[config.mk]
export PLATFORM = sky130hd
export DESIGN_NAME = fetch
export DESIGN_NICKNAME = d
export VERILOG_FILES = /design/src/rtl/fetch.sv
export SDC_FILE = /design/constraint.sdc
export NUM_CORES = 1
export LEC_CHECK = 0
export ABC_CLOCK_PERIOD_IN_PS = 3200
export BUFFER_PORTS_ARGS = -buffer_cell sky130_fd_sc_hd__buf_4
export CAP_MARGIN = 20
export CORE_MARGIN = 4
export CORE_UTILIZATION = 56
export CTS_BUF_LIST = sky130_fd_sc_hd__clkbuf_4 sky130_fd_sc_hd__clkbuf_8 sky130_fd_sc_hd__clkbuf_16
export DETAILED_ROUTE_END_ITERATION = 10
export MAX_ROUTING_LAYER = met4
export PLACE_DENSITY = 0.83
export RECOVER_POWER = 100
export SETUP_SLACK_MARGIN = 0.02
export SYNTH_ARGS = -nofsm -noshare
export SYNTH_HDL_FRONTEND = slang
export SYNTH_SLANG_ARGS = --single-unit
[constraint.sdc]
create_clock -name cpu_clk -period 3.2 [get_ports cpu_clk]
set_input_delay 0.64 -clock cpu_clk [delete_from_list [all_inputs] [get_ports cpu_clk]]
set_output_delay 0.64 -clock cpu_clk [all_outputs]
set_load 0.005 [all_outputs]
[src/rtl/fetch.sv]
// Instruction fetch unit: reads one or two 16-bit words per instruction over a
// req/ack memory port, issues them to decode, and steps the PC on retire.
module fetch #(
  parameter logic [15:0] RESET_PC = 16'h0000,
  parameter int          EXT_BIT  = 15
) (
  input  logic        cpu_clk,
  input  logic        cpu_rst,
  output logic        mem_req,
  output logic [15:0] mem_addr,
  input  logic        mem_ack,
  input  logic [15:0] mem_rdata,
  output logic [15:0] ins,
  output logic [15:0] ext,
  output logic        ins_en,
  input  logic        retire,
  input  logic        set_pc,
  input  logic        add_pc,
  input  logic        inc_pc,
  input  logic [15:0] pc_val,
  output logic [15:0] pc
);

  typedef enum logic [2:0] {
    START,
    REQ_INS,
    REQ_EXT,
    ISSUE,
    WAIT_RET
  } state_e;

  state_e      state_q;
  logic        mem_req_q;
  logic [15:0] mem_addr_q;
  logic [15:0] pc_q;
  logic [15:0] pc_d;
  logic [15:0] seq_pc;
  logic [15:0] ins_q;
  logic [15:0] ins_buf_q;
  logic [15:0] ext_q;
  logic        ins_en_q;

  // The sequential successor skips the extension word of the current instruction.
  assign seq_pc = pc_q + 16'd1 + {15'd0, ins_q[EXT_BIT]};

  // NOTE: every output of an always_comb gets a default first, so no path
  // through the block can leave it unassigned and infer a latch.
  always_comb begin
    pc_d = seq_pc;
    if (set_pc)      pc_d = pc_val;
    else if (add_pc) pc_d = pc_q + pc_val;
    else if (inc_pc) pc_d = seq_pc;
  end

  // NOTE: sequential state uses non-blocking assignments only, so every
  // register samples the values from before this edge regardless of order.
  always_ff @(posedge cpu_clk) begin
    if (!cpu_rst) begin
      state_q    <= START;
      mem_req_q  <= 1'b0;
      mem_addr_q <= RESET_PC;
      pc_q       <= RESET_PC;
      ins_q      <= 16'h0000;
      ins_buf_q  <= 16'h0000;
      ext_q      <= 16'h0000;
      ins_en_q   <= 1'b0;
    end else begin
      ins_en_q <= 1'b0;
      case (state_q)
        START: begin
          mem_req_q  <= 1'b1;
          mem_addr_q <= pc_q;
          state_q    <= REQ_INS;
        end
        REQ_INS: begin
          if (mem_ack) begin
            if (mem_rdata[EXT_BIT]) begin
              // Hold the first word aside so ins stays stable until ISSUE.
              ins_buf_q  <= mem_rdata;
              mem_addr_q <= pc_q + 16'd1;
              state_q    <= REQ_EXT;
            end else begin
              ins_q     <= mem_rdata;
              ext_q     <= 16'h0000;
              mem_req_q <= 1'b0;
              ins_en_q  <= 1'b1;
              state_q   <= ISSUE;
            end
          end
        end
        REQ_EXT: begin
          if (mem_ack) begin
            ins_q     <= ins_buf_q;
            ext_q     <= mem_rdata;
            mem_req_q <= 1'b0;
            ins_en_q  <= 1'b1;
            state_q   <= ISSUE;
          end
        end
        ISSUE, WAIT_RET: begin
          if (retire) begin
            pc_q       <= pc_d;
            mem_req_q  <= 1'b1;
            mem_addr_q <= pc_d;
            state_q    <= REQ_INS;
          end else begin
            state_q <= WAIT_RET;
          end
        end
        default: state_q <= START;
      endcase
    end
  end

  assign mem_req  = mem_req_q;
  assign mem_addr = mem_addr_q;
  assign ins      = ins_q;
  assign ext      = ext_q;
  assign ins_en   = ins_en_q;
  assign pc       = pc_q;

endmodule

## Word level (Yosys, flattened, before mapping)

Index checks and enable logic that the tools add are counted.

- Add/subtract/negate cells: 3
- Eq/ne operators: 9
- Mux-type cells: 28
- Reduce and logical (&&, ||, !) cells: 11

Operator list:

| operator | number |
|---|---|
| $mux 16 | 11 |
| $pmux 16 s2 | 2 |
| $pmux 16 s3 | 1 |
| $add 16x1->16 | 1 |
| $add 16x1->16 const B | 1 |
| $add 16x16->16 | 1 |
| $pmux 3 s4 | 1 |
| $ne 2x2->1 const B | 5 |
| $mux 3 | 3 |
| $mux 1 | 8 |
| $reduce_and 4->1 | 2 |
| $eq 3x2->1 const B | 2 |
| $reduce_and 5->1 | 1 |
| $pmux 1 s4 | 1 |
| $reduce_and 2->1 | 2 |
| $reduce_bool 4->1 | 1 |
| $eq 3x1->1 const B | 1 |
| $eq 3x3->1 const B | 1 |
| $logic_not 3->1 | 1 |
| $reduce_and 3->1 | 1 |
| $reduce_bool 3->1 | 1 |
| $pmux 1 s2 | 1 |
| $reduce_bool 2->1 | 1 |
| $reduce_or 2->1 | 1 |

- Flip-flop bits (word level): 85
- Bits of input ports: 39
- Output and inout port bits: 66
- Logic and storage cells: 59

## Logic depth before layout (Yosys ltp)

- Depth after elaboration: 6
- Mapped depth: 11
- Gate-level depth less buffers: 10

## Least setup slack after synthesis

No wires, ideal clock.

- Kind: input to register
- Start: in pc_val[0]
- End: reg mem_addr_q[14], in the netlist mem_addr[14]
- Setup time: 0.119 ns
- Arrival: 2.878 ns
- Required time: 3.081 ns
- Setup slack: 0.204 ns
- Stages: 10
- Path buffers: 0
- Cells stage by stage: ha_1 -> fa_1 -> a21o_1 -> a221oi_1 -> a221oi_1 -> o21ai_0 -> xnor2_1 -> a2111oi_2 -> nor3_1 -> o221a_1

- Cells in the longest elaborated chain, start to end: 5

Ends and longest elaborated chain:

| element | line | text |
|---|---|---|
| from (decl) | 20 | `input logic [15:0] pc_val,` |
| $add 16x16->16 | 51 | `else if (add_pc) pc_d = pc_q + pc_val;` |
| $mux 16 | 51 |  |
| $mux 16 | 50 | `if (set_pc) pc_d = pc_val;` |
| $mux 16 | 101 | `if (retire) begin` |
| $pmux 16 s3 | 69 | `case (state_q)` |
| to (signal assigned) | 72 | `mem_addr_q <= pc_q;` |
| to (signal assigned) | 80 | `mem_addr_q <= pc_q + 16'd1;` |
| to (signal assigned) | 104 | `mem_addr_q <= pc_d;` |
| to (decl) | 34 | `logic [15:0] mem_addr_q;` |

Every way passes these cells. The select of a mux whose other input is x is not followed.
A chain may end at the register's enable or synchronous reset.

## Final worst setup path

Same ends and word-level chain as after synthesis.

==> impl_summary.txt <==
----------------------------------------------------
[Status]
  Outcome ... finished clean

[Critical path]
  Endpoint type of the worst setup path ... register
  Startpoint type of the worst setup path ... input pin
  Depth of the most critical reg-to-reg path ... 9
  Arrival time of the worst setup path ... 3.31 ns
  Largest incremental delay on the critical path ... 0.42 ns
  Cell family with the largest share of critical-path delay ... compound AO/OA/AOI/OAI gates
  Critical Path RT ... 3.46 ns
  CP Depth ... 12
  FF-to-FF Start ... pc[1]
  Cell type of the slowest stage on the worst timing path ... sky130_fd_sc_hd__fa_1
  R2r endpoint ... mem_addr[14]
  Cell-by-cell trace of the critical path ... clkbuf_4 > ha_1 > fa_1 > a21o_1 > a221oi_1 > clkbuf_1 > a221oi_2 > o21ai_0 > xnor2_1 > a2111oi_2 > nor3_1 > o221a_1
  Maximum fanout count along the critical path ... 3
  Critical path class ... input pin to register
  Total buffers and inverters traversed by the critical path ... 2
  Internal reg-to-reg setup slack ... around 0.15 ns

[Place]
  Half-perimeter wire length after placement ... 12900 um
  Pre-CTS WS ... -0.209 ns
  Final weighted congestion in routability-driven placement ... 0.919
  Number of port buffers ... a little over 100
  Area post-placement ... roughly 6500 um2

[Synthesis]
  Sequential area share after synthesis ... 31.1%
  Netlist Area Pre-Place ... 5480 um2
  Fraction of registers with async set/reset ... 0%
  Post-synth net total ... around 790
  Post-synth top area share ... a little under a third
  Gate count after technology mapping ... just over 700
  Ranking of synthesized cells by area ... sky130_fd_sc_hd__dfxtp_1, sky130_fd_sc_hd__a21oi_1, sky130_fd_sc_hd__nand2_1
  Number of enable flip-flop cells after synthesis ... 0
  Synthesis-stage register bit count ... 85
  Library cell occupying the most area in the post-synthesis netlist ... sky130_fd_sc_hd__dfxtp_1
  Synth Area per Inst ... 7.53 um2
  Count of yosys warnings during synthesis ... 0
  Most used flip-flop cell after synthesis ... sky130_fd_sc_hd__dfxtp_1
  Unique cell type count in the Yosys netlist ... 66

[Detailed routing]
  Wire length reported by the detailed router ... 17200 um
  Average vias per placed instance ... 6.21
  DR WL/cell ... about 18 um
  1st-pass router iterations ... 5
  Number of design rule violations left after detail routing ... 0
  Detail Route Antenna Nets ... 0
  DRC violation total after the first TritonRoute iteration ... 513
  Count of vias placed by the detailed router ... 5983

[Timing]
  Shortest clock period the worst path allows after layout ... 3.06 ns
  Final setup violation count ... 0
  Hold slack ... 0.454 ns
  Unrepaired setup endpoints after global routing ... no
  Slew at the pin closest to its max-slew limit ... 1.11 ns
  Pins Over Slew Limit ... 0
  Fin Clk Skew ... 0.0150 ns
  Headroom to the max-slew limit ... 25.7%
  Hold violation total from the final report ... 0
  Worst-case setup margin in the final layout ... around 0.14 ns
  Maximum clock frequency ... 327 MHz
  Final critical-path share of the clock period ... 95.5%

[Floorplanning]
  Height of the die ... 107 um
  Initial Util ... between 50 and 60%
  Die extent in x ... between 100 and 150 um
  Overall die area ... 11400 um2
  Total I/O pin count ... 105
  Placement row count ... 35
  Core Box Area ... 9370 um2

[Min path]
  Worst Hold Path Cells ... 2
  Launch instance of the worst min-delay path ... ext[3]
  Endpoint of the worst hold-timing path ... ext[3]
  Class of the tightest hold or removal check ... register to register

[Pwr]
  Total power density per cell area ... around 360 nW/um2
  Leakage Power ... 2.57 nW
  Maximum VDD drop ... 285 uV

[Clock network]
  Number of buffers created by CTS ... 9
  Max Root-Sink Buffers ... 2
  Cts-stage hold buffer count ... 0
  H-tree depth ... 3
  Root Buffer ... sky130_fd_sc_hd__clkbuf_8
  Number of clock sinks seen by CTS ... 85
  Count of buffers added by post-CTS timing repair for setup ... 0
  Clock-pin slew on the worst setup and hold paths ... approximately 0.090 ns
  TritonCTS clock tree ... done
  Latest clock arrival within the worst-skew pair ... 0.36 ns

[GRT]
  Largest net degree at the start of global routing ... 58
  Combined global-route utilization of all metal layers ... a little under a third
  Via count of the first global-routing pass ... 5454
  Antenna violations before repair ... 0
  Wire length of the first global-routing pass ... between 20000 and 30000 um
  Gr ovfl total ... 0

[Final layout]
  Fraction of layout cells with a size suffix above 1 ... 17.9%
  Number of fill cells in the layout ... 808
  Design Area, Final ... around 6600 um2
  Synth-to-Final Area Change ... 20.6%
  Fin util ... a little over two thirds
  Final #Nets ... 888
  Antenna diodes ... 0

[Run]
  Max-capacitance violation count ... 0

----------------------------------------------------
## how the worst max path moves through the flow
stage	endpoint	slack [ns]	from
after floorplan	mem_addr[14]	0.20	pc_val[0]
after global placement	mem_addr[14]	-0.14	pc_val[0]
after detailed placement	mem_addr[14]	-0.21	pc_val[0]
after CTS	mem_addr[14]	0.16	pc[1]
after global routing	mem_addr[14]	0.01	pc[1]
final	mem_addr[14]	0.14	pc_val[0]
## cell families (layout without fill, tap and decap cells)
kind of cell,count (synthesis),after routing,synth area share (%)
adder cells (fa/ha/maj),19,19,4.48
AND/OR/NAND/NOR,264,264,22.2
multiplexers,26,26,4.77
XOR/XNOR,27,27,4.32
AO/OA/AOI/OAI,242,242,28.6
flip-flops,85,85,31.1
buffers and inverters,64,171,4.59
## power breakdown
group / total [mW] / internal [mW] / switching, mW / leakage, nW
clock network: 0.702 / 0.283 / 0.419 / 0.0744
registers: 1.15 / 1.11 / 0.0405 / 0.691
logic: 0.522 / 0.219 / 0.304 / 1.80
## layout by cell type, fill, tap and decap left out, drive strengths merged, types with 4 or more instances in the layout
cell / synthesis / routed
nand2: 103 / 103
dfxtp: 85 / 85
a21oi: 82 / 82
clkbuf: 40 / 78
buf: 12 / 75
nor2: 59 / 59
o21ai: 50 / 50
nand3: 35 / 35
mux2i: 25 / 25
a211oi: 23 / 23
ha: 18 / 18
xnor2: 17 / 17
nor3: 13 / 13
a21o: 11 / 11
inv: 9 / 11
and3: 10 / 10
xor2: 10 / 10
a31oi: 10 / 10
a221oi: 9 / 9
nand2b: 8 / 8
o211ai: 7 / 7
nand4: 6 / 6
o21a: 6 / 6
a22o: 5 / 5
nor2b: 5 / 5
nor4: 5 / 5
o22ai: 4 / 4
clkinvlp: 0 / 4
a21boi: 4 / 4
or3: 4 / 4
## metal layers
| metal | track usage, % | part of all wire [%] | up-vias |
|---|---|---|---|
| met3 | 4.58 | 6.8 | 23 |
| met5 | - | 0 | - |
| met4 | 6.76 | 1.5 | 0 |
| met1 | 39.9 | 44 | 2806 |
| li1 | - | - | 2882 |
| met2 | 49.3 | 48 | 272 |
## stage by stage
step / TNS, ns / cells / power, mW
floorplan: 0 / 727 / 1.47
global placement: -0.209 / 947 / 1.69
detailed placement: -0.666 / 948 / 1.71
CTS: 0 / 963 / 2.39
global route: 0 / 963 / 2.48
finish: 0 / 963 / 2.38
## Yosys cell counts, types with 3 or more instances
| cell | number |
|---|---|
| sky130_fd_sc_hd__a2111o_1 | 3 |
| sky130_fd_sc_hd__a211o_1 | 3 |
| sky130_fd_sc_hd__a211oi_1 | 23 |
| sky130_fd_sc_hd__a21boi_0 | 3 |
| sky130_fd_sc_hd__a21o_1 | 11 |
| sky130_fd_sc_hd__a21oi_1 | 82 |
| sky130_fd_sc_hd__a221oi_1 | 9 |
| sky130_fd_sc_hd__a22o_1 | 5 |
| sky130_fd_sc_hd__a22oi_1 | 3 |
| sky130_fd_sc_hd__a311oi_1 | 3 |
| sky130_fd_sc_hd__a31oi_1 | 10 |
| sky130_fd_sc_hd__and2_1 | 3 |
| sky130_fd_sc_hd__and3_1 | 10 |
| sky130_fd_sc_hd__and4_1 | 3 |
| sky130_fd_sc_hd__buf_1 | 3 |
| sky130_fd_sc_hd__buf_2 | 9 |
| sky130_fd_sc_hd__clkbuf_1 | 40 |
| sky130_fd_sc_hd__clkinv_1 | 3 |
| sky130_fd_sc_hd__dfxtp_1 | 85 |
| sky130_fd_sc_hd__ha_1 | 18 |
| sky130_fd_sc_hd__inv_1 | 9 |
| sky130_fd_sc_hd__mux2i_1 | 25 |
| sky130_fd_sc_hd__nand2_1 | 103 |
| sky130_fd_sc_hd__nand2b_1 | 8 |
| sky130_fd_sc_hd__nand3_1 | 34 |
| sky130_fd_sc_hd__nand4_1 | 6 |
| sky130_fd_sc_hd__nor2_1 | 59 |
| sky130_fd_sc_hd__nor2b_1 | 5 |
| sky130_fd_sc_hd__nor3_1 | 13 |
| sky130_fd_sc_hd__nor4_1 | 5 |
| sky130_fd_sc_hd__o211ai_1 | 7 |
| sky130_fd_sc_hd__o21a_1 | 6 |
| sky130_fd_sc_hd__o21ai_0 | 48 |
| sky130_fd_sc_hd__o22ai_1 | 4 |
| sky130_fd_sc_hd__or2_2 | 3 |
| sky130_fd_sc_hd__or3_1 | 3 |
| sky130_fd_sc_hd__xnor2_1 | 17 |
| sky130_fd_sc_hd__xor2_1 | 10 |
## sequential cells by signal (all words and copies together), names as in the netlist
signal / flops
ins: 16
ext: 16
state_q: 3
ins_en: 1
ins_buf_q: 16
mem_addr: 16
mem_req: 1
pc: 16
## worst reg2reg max path, delay by kind of cell, from the launching register on
| kind | cells | cell delay (ns) |
|---|---|---|
| AOI/OAI and AO/OA | 4 | 1.38 |
| adders and majority gates | 1 | 0.26 |
| DFF | 1 | 0.55 |
| and+or+nand+nor | 4 | 0.77 |
## area by class of cell
type / instances / area (um2) / share of cell area (%)
clock buffers: 9 / 124 / 1.88
clock inverters: 6 / 47.5 / 0.720
inverters: 12 / 45.0 / 0.682
multi-input cells: 578 / 3520 / 53.4
flip-flops and latches: 85 / 1700 / 25.8
well taps: 129 / 161 / 2.44
repair buffers: 144 / 1000 / 15.1
## timing repair
item / in CTS / in global routing
endpoints found under the hold margin: 0 / 0
resized for setup: 0 / 2
endpoints found under the setup margin: 0 / 2
Power figures use the tool's default switching activity.
